--- src/rtl/fft_sequencer_if.sv ---
// Signal bundle shared by the FFT sequencer, its sample source/sink and the external butterfly unit.
// The slave modport is the sequencer's view; master is the surrounding system.
interface fft_sequencer_if #(
    parameter int Q = 15
);
    logic              valid_in;
    logic              ready_in;
    logic signed [Q:0] data_in_real_0;
    logic signed [Q:0] data_in_imag_0;
    logic signed [Q:0] data_in_real_1;
    logic signed [Q:0] data_in_imag_1;

    logic              bf_valid_out;
    logic signed [Q:0] bf_a_real;
    logic signed [Q:0] bf_a_imag;
    logic signed [Q:0] bf_b_real;
    logic signed [Q:0] bf_b_imag;
    logic [1:0]        bf_tw_idx;

    logic              bf_valid_in;
    logic signed [Q:0] bf_x_real;
    logic signed [Q:0] bf_x_imag;
    logic signed [Q:0] bf_y_real;
    logic signed [Q:0] bf_y_imag;

    logic              valid_out;
    logic signed [Q:0] data_out_real_0;
    logic signed [Q:0] data_out_imag_0;
    logic signed [Q:0] data_out_real_1;
    logic signed [Q:0] data_out_imag_1;
    logic              done;

    modport master (
        output valid_in, data_in_real_0, data_in_imag_0, data_in_real_1, data_in_imag_1,
        output bf_valid_in, bf_x_real, bf_x_imag, bf_y_real, bf_y_imag,
        input  ready_in, bf_valid_out, bf_a_real, bf_a_imag, bf_b_real, bf_b_imag, bf_tw_idx,
        input  valid_out, data_out_real_0, data_out_imag_0, data_out_real_1, data_out_imag_1, done
    );

    modport slave (
        input  valid_in, data_in_real_0, data_in_imag_0, data_in_real_1, data_in_imag_1,
        input  bf_valid_in, bf_x_real, bf_x_imag, bf_y_real, bf_y_imag,
        output ready_in, bf_valid_out, bf_a_real, bf_a_imag, bf_b_real, bf_b_imag, bf_tw_idx,
        output valid_out, data_out_real_0, data_out_imag_0, data_out_real_1, data_out_imag_1, done
    );
endinterface

--- src/rtl/fft_sequencer.sv ---
// In-place radix-2 DIT sequencer for an 8-point FFT: loads samples into bit-reversed slots, issues
// one butterfly at a time to an external unit, then streams the bins out in natural order.
module fft_sequencer #(
    parameter int Q = 15,
    parameter int N = 8
) (
    input  logic           clk,
    input  logic           reset,
    fft_sequencer_if.slave bus
);
    // state   | meaning
    // IDLE    | counters cleared, lasts one cycle
    // LOAD    | accept four input pairs into bit-reversed slots
    // ISSUE   | present one butterfly for a single cycle
    // WAIT_BF | hold until the butterfly result returns
    // UNLOAD  | four output beats, each followed by one idle cycle
    typedef enum logic [2:0] {S_IDLE, S_LOAD, S_ISSUE, S_WAIT_BF, S_UNLOAD} state_t;

    localparam logic [1:0] LAST_S = 2'($clog2(N) - 1);
    localparam logic [1:0] LAST_B = 2'(N / 2 - 1);

    state_t            r_state, w_state_nxt;
    logic [1:0]        r_s, r_b, r_m;
    logic              r_gap;
    logic signed [Q:0] r_buf_re [8];
    logic signed [Q:0] r_buf_im [8];
    logic signed [Q:0] r_op_a_re, r_op_a_im, r_op_b_re, r_op_b_im;
    logic [1:0]        r_op_tw;
    logic signed [Q:0] r_out_re0, r_out_im0, r_out_re1, r_out_im1;

    logic              w_load, w_issue, w_bf_wr, w_beat, w_last_bf;
    logic [2:0]        w_top, w_bot, w_span, w_ld0, w_ld1, w_ev, w_od;
    logic [1:0]        w_tw;

    assign w_last_bf = (r_s == LAST_S) && (r_b == LAST_B);
    // 3-bit bit reversal of {m,0} and {m,1}
    assign w_ld0 = {1'b0, r_m[0], r_m[1]};
    assign w_ld1 = {1'b1, r_m[0], r_m[1]};
    assign w_ev  = {r_m, 1'b0};
    assign w_od  = {r_m, 1'b1};

    always_ff @(posedge clk) begin
        if (reset) r_state <= S_IDLE;
        else       r_state <= w_state_nxt;
    end

    always_comb begin
        w_state_nxt = r_state;
        w_load      = 1'b0;
        w_issue     = 1'b0;
        w_bf_wr     = 1'b0;
        w_beat      = 1'b0;
        case (r_state)
            S_IDLE:    w_state_nxt = S_LOAD;
            S_LOAD: begin
                if (bus.valid_in) begin
                    w_load = 1'b1;
                    if (r_m == 2'd3) w_state_nxt = S_ISSUE;
                end
            end
            S_ISSUE: begin
                w_issue     = 1'b1;
                w_state_nxt = S_WAIT_BF;
            end
            S_WAIT_BF: begin
                if (bus.bf_valid_in) begin
                    w_bf_wr     = 1'b1;
                    w_state_nxt = w_last_bf ? S_UNLOAD : S_ISSUE;
                end
            end
            S_UNLOAD: begin
                if (!r_gap)            w_beat      = 1'b1;
                else if (r_m == 2'd3) w_state_nxt = S_IDLE;
            end
            default:   w_state_nxt = S_IDLE;
        endcase
    end

    // top = (b >> s) * 2 * span + (b mod span), bottom = top + span, tw = pos << (2 - s)
    always_comb begin
        w_top = 3'd0;
        w_tw  = 2'd0;
        case (r_s)
            2'd0: begin
                w_top = {r_b, 1'b0};
                w_tw  = 2'd0;
            end
            2'd1: begin
                w_top = {r_b[1], 1'b0, r_b[0]};
                w_tw  = {r_b[0], 1'b0};
            end
            default: begin
                w_top = {1'b0, r_b};
                w_tw  = r_b;
            end
        endcase
        w_span = 3'b001 << r_s;
        w_bot  = w_top | w_span;
    end

    always_ff @(posedge clk) begin
        if (!reset) begin
            if (w_load) begin
                r_buf_re[w_ld0] <= bus.data_in_real_0;
                r_buf_im[w_ld0] <= bus.data_in_imag_0;
                r_buf_re[w_ld1] <= bus.data_in_real_1;
                r_buf_im[w_ld1] <= bus.data_in_imag_1;
            end else if (w_bf_wr) begin
                r_buf_re[w_top] <= bus.bf_x_real;
                r_buf_im[w_top] <= bus.bf_x_imag;
                r_buf_re[w_bot] <= bus.bf_y_real;
                r_buf_im[w_bot] <= bus.bf_y_imag;
            end
        end
    end

    always_ff @(posedge clk) begin
        if (reset) begin
            r_s       <= 2'd0;
            r_b       <= 2'd0;
            r_m       <= 2'd0;
            r_gap     <= 1'b0;
            r_op_a_re <= '0;
            r_op_a_im <= '0;
            r_op_b_re <= '0;
            r_op_b_im <= '0;
            r_op_tw   <= 2'd0;
            r_out_re0 <= '0;
            r_out_im0 <= '0;
            r_out_re1 <= '0;
            r_out_im1 <= '0;
        end else begin
            if (r_state == S_IDLE) begin
                r_s   <= 2'd0;
                r_b   <= 2'd0;
                r_m   <= 2'd0;
                r_gap <= 1'b0;
            end
            if (w_load) r_m <= r_m + 2'd1;
            if (w_issue) begin
                r_op_a_re <= r_buf_re[w_top];
                r_op_a_im <= r_buf_im[w_top];
                r_op_b_re <= r_buf_re[w_bot];
                r_op_b_im <= r_buf_im[w_bot];
                r_op_tw   <= w_tw;
            end
            if (w_bf_wr) begin
                if (w_last_bf) begin
                    r_s   <= 2'd0;
                    r_b   <= 2'd0;
                    r_m   <= 2'd0;
                    r_gap <= 1'b0;
                end else if (r_b == LAST_B) begin
                    r_b <= 2'd0;
                    r_s <= r_s + 2'd1;
                end else begin
                    r_b <= r_b + 2'd1;
                end
            end
            if (r_state == S_UNLOAD) begin
                if (!r_gap) begin
                    r_gap     <= 1'b1;
                    r_out_re0 <= r_buf_re[w_ev];
                    r_out_im0 <= r_buf_im[w_ev];
                    r_out_re1 <= r_buf_re[w_od];
                    r_out_im1 <= r_buf_im[w_od];
                end else begin
                    r_gap <= 1'b0;
                    r_m   <= r_m + 2'd1;
                end
            end
        end
    end

    // Live values are shown on the valid cycle; registered copies hold them afterwards.
    assign bus.ready_in        = (r_state == S_LOAD);
    assign bus.bf_valid_out    = w_issue;
    assign bus.bf_a_real       = w_issue ? r_buf_re[w_top] : r_op_a_re;
    assign bus.bf_a_imag       = w_issue ? r_buf_im[w_top] : r_op_a_im;
    assign bus.bf_b_real       = w_issue ? r_buf_re[w_bot] : r_op_b_re;
    assign bus.bf_b_imag       = w_issue ? r_buf_im[w_bot] : r_op_b_im;
    assign bus.bf_tw_idx       = w_issue ? w_tw : r_op_tw;
    assign bus.valid_out       = w_beat;
    assign bus.done            = w_beat && (r_m == 2'd3);
    assign bus.data_out_real_0 = w_beat ? r_buf_re[w_ev] : r_out_re0;
    assign bus.data_out_imag_0 = w_beat ? r_buf_im[w_ev] : r_out_im0;
    assign bus.data_out_real_1 = w_beat ? r_buf_re[w_od] : r_out_re1;
    assign bus.data_out_imag_1 = w_beat ? r_buf_im[w_od] : r_out_im1;
endmodule

--- src/flat_wrapper.sv ---
// flat-port wrapper written by rule: the top's interface ports become plain ports
module fft_sequencer_flat 
#(
    parameter int Q = 15,
    parameter int N = 8
)
  (clk, reset, bus_valid_in, bus_data_in_real_0, bus_data_in_imag_0, bus_data_in_real_1, bus_data_in_imag_1, bus_bf_valid_in, bus_bf_x_real, bus_bf_x_imag, bus_bf_y_real, bus_bf_y_imag, bus_ready_in, bus_bf_valid_out, bus_bf_a_real, bus_bf_a_imag, bus_bf_b_real, bus_bf_b_imag, bus_bf_tw_idx, bus_valid_out, bus_data_out_real_0, bus_data_out_imag_0, bus_data_out_real_1, bus_data_out_imag_1, bus_done);
  fft_sequencer_if #(.Q(Q)) bus_i ();
  input  logic clk;
  input  logic reset;
  input wire logic [$bits(bus_i.valid_in)-1:0] bus_valid_in;
  input wire logic [$bits(bus_i.data_in_real_0)-1:0] bus_data_in_real_0;
  input wire logic [$bits(bus_i.data_in_imag_0)-1:0] bus_data_in_imag_0;
  input wire logic [$bits(bus_i.data_in_real_1)-1:0] bus_data_in_real_1;
  input wire logic [$bits(bus_i.data_in_imag_1)-1:0] bus_data_in_imag_1;
  input wire logic [$bits(bus_i.bf_valid_in)-1:0] bus_bf_valid_in;
  input wire logic [$bits(bus_i.bf_x_real)-1:0] bus_bf_x_real;
  input wire logic [$bits(bus_i.bf_x_imag)-1:0] bus_bf_x_imag;
  input wire logic [$bits(bus_i.bf_y_real)-1:0] bus_bf_y_real;
  input wire logic [$bits(bus_i.bf_y_imag)-1:0] bus_bf_y_imag;
  output wire logic [$bits(bus_i.ready_in)-1:0] bus_ready_in;
  output wire logic [$bits(bus_i.bf_valid_out)-1:0] bus_bf_valid_out;
  output wire logic [$bits(bus_i.bf_a_real)-1:0] bus_bf_a_real;
  output wire logic [$bits(bus_i.bf_a_imag)-1:0] bus_bf_a_imag;
  output wire logic [$bits(bus_i.bf_b_real)-1:0] bus_bf_b_real;
  output wire logic [$bits(bus_i.bf_b_imag)-1:0] bus_bf_b_imag;
  output wire logic [$bits(bus_i.bf_tw_idx)-1:0] bus_bf_tw_idx;
  output wire logic [$bits(bus_i.valid_out)-1:0] bus_valid_out;
  output wire logic [$bits(bus_i.data_out_real_0)-1:0] bus_data_out_real_0;
  output wire logic [$bits(bus_i.data_out_imag_0)-1:0] bus_data_out_imag_0;
  output wire logic [$bits(bus_i.data_out_real_1)-1:0] bus_data_out_real_1;
  output wire logic [$bits(bus_i.data_out_imag_1)-1:0] bus_data_out_imag_1;
  output wire logic [$bits(bus_i.done)-1:0] bus_done;
  assign bus_i.valid_in = bus_valid_in;
  assign bus_i.data_in_real_0 = bus_data_in_real_0;
  assign bus_i.data_in_imag_0 = bus_data_in_imag_0;
  assign bus_i.data_in_real_1 = bus_data_in_real_1;
  assign bus_i.data_in_imag_1 = bus_data_in_imag_1;
  assign bus_i.bf_valid_in = bus_bf_valid_in;
  assign bus_i.bf_x_real = bus_bf_x_real;
  assign bus_i.bf_x_imag = bus_bf_x_imag;
  assign bus_i.bf_y_real = bus_bf_y_real;
  assign bus_i.bf_y_imag = bus_bf_y_imag;
  assign bus_ready_in = bus_i.ready_in;
  assign bus_bf_valid_out = bus_i.bf_valid_out;
  assign bus_bf_a_real = bus_i.bf_a_real;
  assign bus_bf_a_imag = bus_i.bf_a_imag;
  assign bus_bf_b_real = bus_i.bf_b_real;
  assign bus_bf_b_imag = bus_i.bf_b_imag;
  assign bus_bf_tw_idx = bus_i.bf_tw_idx;
  assign bus_valid_out = bus_i.valid_out;
  assign bus_data_out_real_0 = bus_i.data_out_real_0;
  assign bus_data_out_imag_0 = bus_i.data_out_imag_0;
  assign bus_data_out_real_1 = bus_i.data_out_real_1;
  assign bus_data_out_imag_1 = bus_i.data_out_imag_1;
  assign bus_done = bus_i.done;
  fft_sequencer #(.Q(Q), .N(N)) u_core (.clk(clk), .reset(reset), .bus(bus_i));
endmodule
--- config.mk ---
export PLATFORM = sky130hd
export DESIGN_NAME = fft_sequencer_flat
export DESIGN_NICKNAME = d
export VERILOG_FILES = /design/src/rtl/fft_sequencer_if.sv /design/src/rtl/fft_sequencer.sv /design/src/flat_wrapper.sv
export SDC_FILE = /design/constraint.sdc
export NUM_CORES = 1
export LEC_CHECK = 0
export ABC_AREA = 1
export CORE_UTILIZATION = 35
export CTS_CLUSTER_DIAMETER = 50
export DETAILED_ROUTE_END_ITERATION = 8
export PLACE_DENSITY = 0.58
export RECOVER_POWER = 50
export SLEW_MARGIN = 20
export SYNTH_ARGS = -nofsm -noshare
export SYNTH_HDL_FRONTEND = slang
export SYNTH_SLANG_ARGS = --single-unit
--- constraint.sdc ---
create_clock -name clk -period 5.7 [get_ports clk]
set_input_delay 1.425 -clock clk [delete_from_list [all_inputs] [get_ports clk]]
set_output_delay 1.425 -clock clk [all_outputs]
set_load 0.1 [all_outputs]
Word level (Yosys, flattened, before mapping)
Memory sizes are Yosys's and may differ from the RTL's. A register that Yosys moved wholly into a read port is not among the register bits.
Index checks and enable logic that the tools add are counted.
- $add $sub $neg: 3
- equal/unequal tests: 13
- shifts and indexed selects: 1
- multiplexer cells: 66
- bitwise gates (word level): 2
- reduce and logical (&&, ||, !) cells: 11
- operators with widths (cell ; number):
    16-bit two-way mux ; 12
    16-bit OR reduction ; 4
    3-bit two-way mux ; 14
    2-bit two-way mux ; 15
    1-bit two-way mux ; 22
    3-bit one-hot mux with 5 select lines ; 1
    2-bit by 1-bit adder with 2-bit output, second input constant ; 3
    2-bit == test, second input constant ; 3
    3-bit by 2-bit == test with 1-bit output, second input constant ; 2
    2-bit != test, second input constant ; 3
    3-bit one-hot mux with 2 select lines ; 1
    5-bit AND reduction ; 1
    2-bit by 1-bit != test with 1-bit output, second input constant ; 2
    2-bit one-hot mux with 2 select lines ; 1
    3-bit by 1-bit == test with 1-bit output, second input constant ; 1
    3-bit == test, second input constant ; 1
    3-bit logical NOT ; 1
    3-bit bitwise OR ; 1
    1-bit by 2-bit << shifter with 3-bit output, first input constant ; 1
    2-bit by 1-bit == test with 1-bit output, second input constant ; 1
    1-bit logical AND ; 2
    2-bit logical NOT ; 1
    2-bit AND reduction ; 1
    2-bit nonzero test ; 1
    1-bit inverter ; 1
- register bits: 140
- bits in writable memories: 256
- output and inout bits: 134
- memories: 2
- memory list (name ; words ; bits a word ; rd ports ; clocked after Yosys merged registers in ; wr ports ; line ; source):
    u_core.r_buf_im ; 8 ; 16 ; 4 ; 2 ; 2 ; fft_sequencer.sv:26 ; logic signed [Q:0] r_buf_im [8];
    u_core.r_buf_re ; 8 ; 16 ; 4 ; 2 ; 2 ; fft_sequencer.sv:25 ; logic signed [Q:0] r_buf_re [8];

Logic depth before layout (Yosys ltp)
- depth in word-level cells: 8
- depth in mapped cells: 14

Worst setup path before layout
Ideal clock, no wire load.
- kind: input to register
- start: in bus_bf_valid_in
- end: mem u_core.r_buf_im[2][0] in the netlist's numbering (enable)
- setup time: 0.466 ns
- data arrival time: 4.667 ns
- required time: 5.234 ns
- slack: 0.567 ns
- stages on the path: 8
- buffers on the path: 2
- cells stage by stage: inv_1 nor2_4 nand2_2 buf_6 buf_4 o21ai_0 nand2_1 o21ai_0
- RTL lines (item ; line ; source):
    start, declared ; flat_wrapper.sv:16 ; input wire logic [$bits(bus_i.bf_valid_in)-1:0] bus_bf_valid_in;
    end, declared ; fft_sequencer.sv:26 ;

==> out/metrics.csv <==
metric,value,unit
start_util,35.6,%
core,66100,sq um
yosysSeqAreaShare,44.6,%
routedWlPerCell,21.5,um
worst_setup_hold_path_clk_slew,0.06,ns
holdBufCountCts,0,
antenna_left,0,
cp.required,5.91,ns
drv_cap,1,
tightest_slew,3.67,ns
crit_fanout,34,
drt-initial-drc-count,3361,
wl_met3,13200,um
routed_wirelength,92800,um
synth.distinct_cells,34,
worstSetupStartpoint,bus_bf_valid_in,
failed_checks,"DRC, capacitance limit, slew limit",
hp-class,flop to flop,
post_cts_buffers,0,
ir_worst_vdd,0.000208,V
cts_root_buf,clkbuf_16,
cts_resized,0,
holdCritStartpoint,u_core.r_out_re1[7]$_SDFFE_PP0N_,
grt_max_degree,207,
layout_commonest_cell,nand2_1,
routabilityCongestion,0.896,
routed.top_layer,met4,
seqPwrFrac,39.3,%
grt_pass1_vias,20370,
leakagePower,12.8,nW
cts_tree,done,
fmax,191,MHz
p_int,5.60,mW
antenna_cells,0,
clock_latency,0.59,ns
swShare,30.9,%
wl_met1,41100,um
r2r-start,u_core.r_state[2]$_SDFFE_PP0P_,
drive_gt1_share,9.49,%
arrival,5.44,ns
area_delta_synth_final,23.2,%
finalSetupViolCount,0,
port_buffers,265,
pin_count,266,
syn_inst,3280,
fin_util,43.9,%
grt_pass1_wl,136000,um
hpwl,63100,um
numClockSinks,396,
nets,3544,
grt_remaining_overflow,0,
ys_ff_latch,396,
report.final.slew_viol_count,76,
synth_nets,3418,
avgSynthCellArea,7.18,sq um
vias,23470,
globalRouteTotalUtil,26.6,%
min_period_over_period,91.7,%
final_cell_mix,"nand2_1, nand3_1, o21ai_0",
p_switching,2.51,mW
pwr-share-clk,39.7,%
dr.pass1.iters,8,
die_w,261,um
grt_antenna_before_repair,1,
crit_type,input pin to flop,
syn-cell-area,23500,sq um
crit_path_start_kind,input pin,
clk_path_buf_depth,3,
dieArea,68300,sq um
num_rows,94,
rsz0062_at_grt,false,
fin_skew,0.0144,ns
powerDensity,280,nW/um^2
numCtsBuffers,50,
ctsHtreeMaxLevel,2,
hold_violations,0,
max_slew_margin,-144,%
fin_setup_tns,0,ns
avgViaCountPerCell,5.45,
ys_warn_count,0,
comb_power_share,20.9,%
wl_met2,36500,um
drc_errors,13,
fill_cells,6611,
crit_path_end_kind,flop,
status,"finished, violations left",
min_period,5.23,ns
die_h,261,um
[worst paths after layout]
kind / end / slack (ns) / cells past startpoint
setup / recovery: u_core.r_buf_im[7][6]$_DFFE_PP_ / 0.47 / 10
hold / removal: u_core.r_out_re1[7]$_SDFFE_PP0N_ / 0.47 / 2
setup reg to reg: u_core.r_buf_im[7][6]$_DFFE_PP_ / 1.37 / 10
hold reg to reg: u_core.r_out_re1[7]$_SDFFE_PP0N_ / 0.47 / 2
[registers in the layout, summed over array words and instances, names as in the netlist]
name,count
u_core.r_buf_im,128
u_core.r_s,2
u_core.r_buf_re,128
u_core.r_op_a_re,16
u_core.r_op_b_re,16
u_core.r_out_re1,16
u_core.r_m,2
u_core.r_out_im0,16
u_core.r_op_a_im,16
u_core.r_op_b_im,16
u_core.r_gap,1
u_core.r_state,3
u_core.r_b,2
u_core.r_out_im1,16
u_core.r_out_re0,16
u_core.r_op_tw,2
[cell type report]
cell class	count	area [sq um]	share of cell area, %
timing repair buffer	329	3720	12.8
clock buffer	61	1380	4.75
multi-input combinational	2428	11300	38.9
tap	864	1080	3.73
sequential	396	10500	36.2
inverter	201	756	2.61
clock inverter	31	298	1.03
[power by group through the flow]
stage | clock (mW) | combinational (mW) | sequential (mW)
floorplan | 0 | 1.01 | 3.22
global route | 3.37 | 1.80 | 3.19
global placement | 0 | 1.69 | 3.25
CTS | 3.27 | 1.69 | 3.19
finish | 3.22 | 1.70 | 3.19
detailed placement | 0 | 1.69 | 3.25
[cells in the mapped netlist]
master    instances  share of area (%)
o21ai_0         262                5.6
o31ai_1           1              0.032
buf_1            16               0.26
edfxtp_1        256                 33
o22ai_1           3              0.080
nand2_1        1085                 17
nor2_1           79                1.3
nand2_2           1              0.027
buf_6             1              0.048
and2_1            2              0.053
o21ai_2           1              0.037
mux2i_1          32                1.4
a31oi_1           1              0.027
inv_2             4              0.064
ha_1              6               0.32
o2111a_1          1              0.048
o21ai_1         187                4.0
o211ai_1         72                2.3
inv_1           194                3.1
a41oi_1           1              0.037
a21oi_1         210                4.5
dfxtp_1         140                 12
nor2_4            1              0.048
buf_2            67                1.4
nor3_1            3              0.064
clkinv_1          3              0.048
nand3_2           1              0.043
buf_4            21               0.67
nand4_1           4               0.11
nor3_2            1              0.043
or2_2            29               0.77
nor2_2            2              0.053
nand3_1         443                9.4
clkbuf_1        150                2.4
[stage by stage]
stage / std cells / hold slack, ns / total power, mW / setup WS, ns / instance area [sq um]
4_1_cts: 4310 / 0.472 / 8.15 / 0.713 / 29100
3_5_place_dp: 4218 / 0.464 / 4.94 / 1.09 / 27400
5_1_grt: 4310 / 0.485 / 8.36 / 0.281 / 29000
6_report: 4310 / 0.471 / 8.11 / 0.472 / 29000
3_3_place_gp: 4218 / 0.459 / 4.93 / 1.08 / 27400
2_1_floorplan: 3280 / 0.453 / 4.24 / 0.567 / 23500
[kinds of logic (layout without fill, tap and decap cells)]
group	after synthesis	count (layout)	share of synthesized area (%)
AOI/OAI and AO/OA	739	739	16.6
and+or+nand+nor	1651	1651	29.2
DFF	396	396	44.6
muxes	32	32	1.36
adders and majority gates	6	6	0.319
buffers and inverters	456	622	7.99
[per-layer routing]
layer  track usage (%)  vias to the layer above
met1              39.7                    10662
met3              9.49                      127
li1                  -                    11313
met4              6.36                        0
met2              35.8                     1368
met5                 0                        -
[worst max-delay path: stages]
cell	delay (ns)
dlygate4sd3_1	0.59
inv_1	0.09
nor2_1	0.10
nand2_1	0.31
clkbuf_2	0.82
o21ai_2	0.12
nor2_1	0.27
nand2_1	0.49
o21ai_4	0.38
buf_2	0.80
Note: power is estimated with default switching activity, not from simulation.
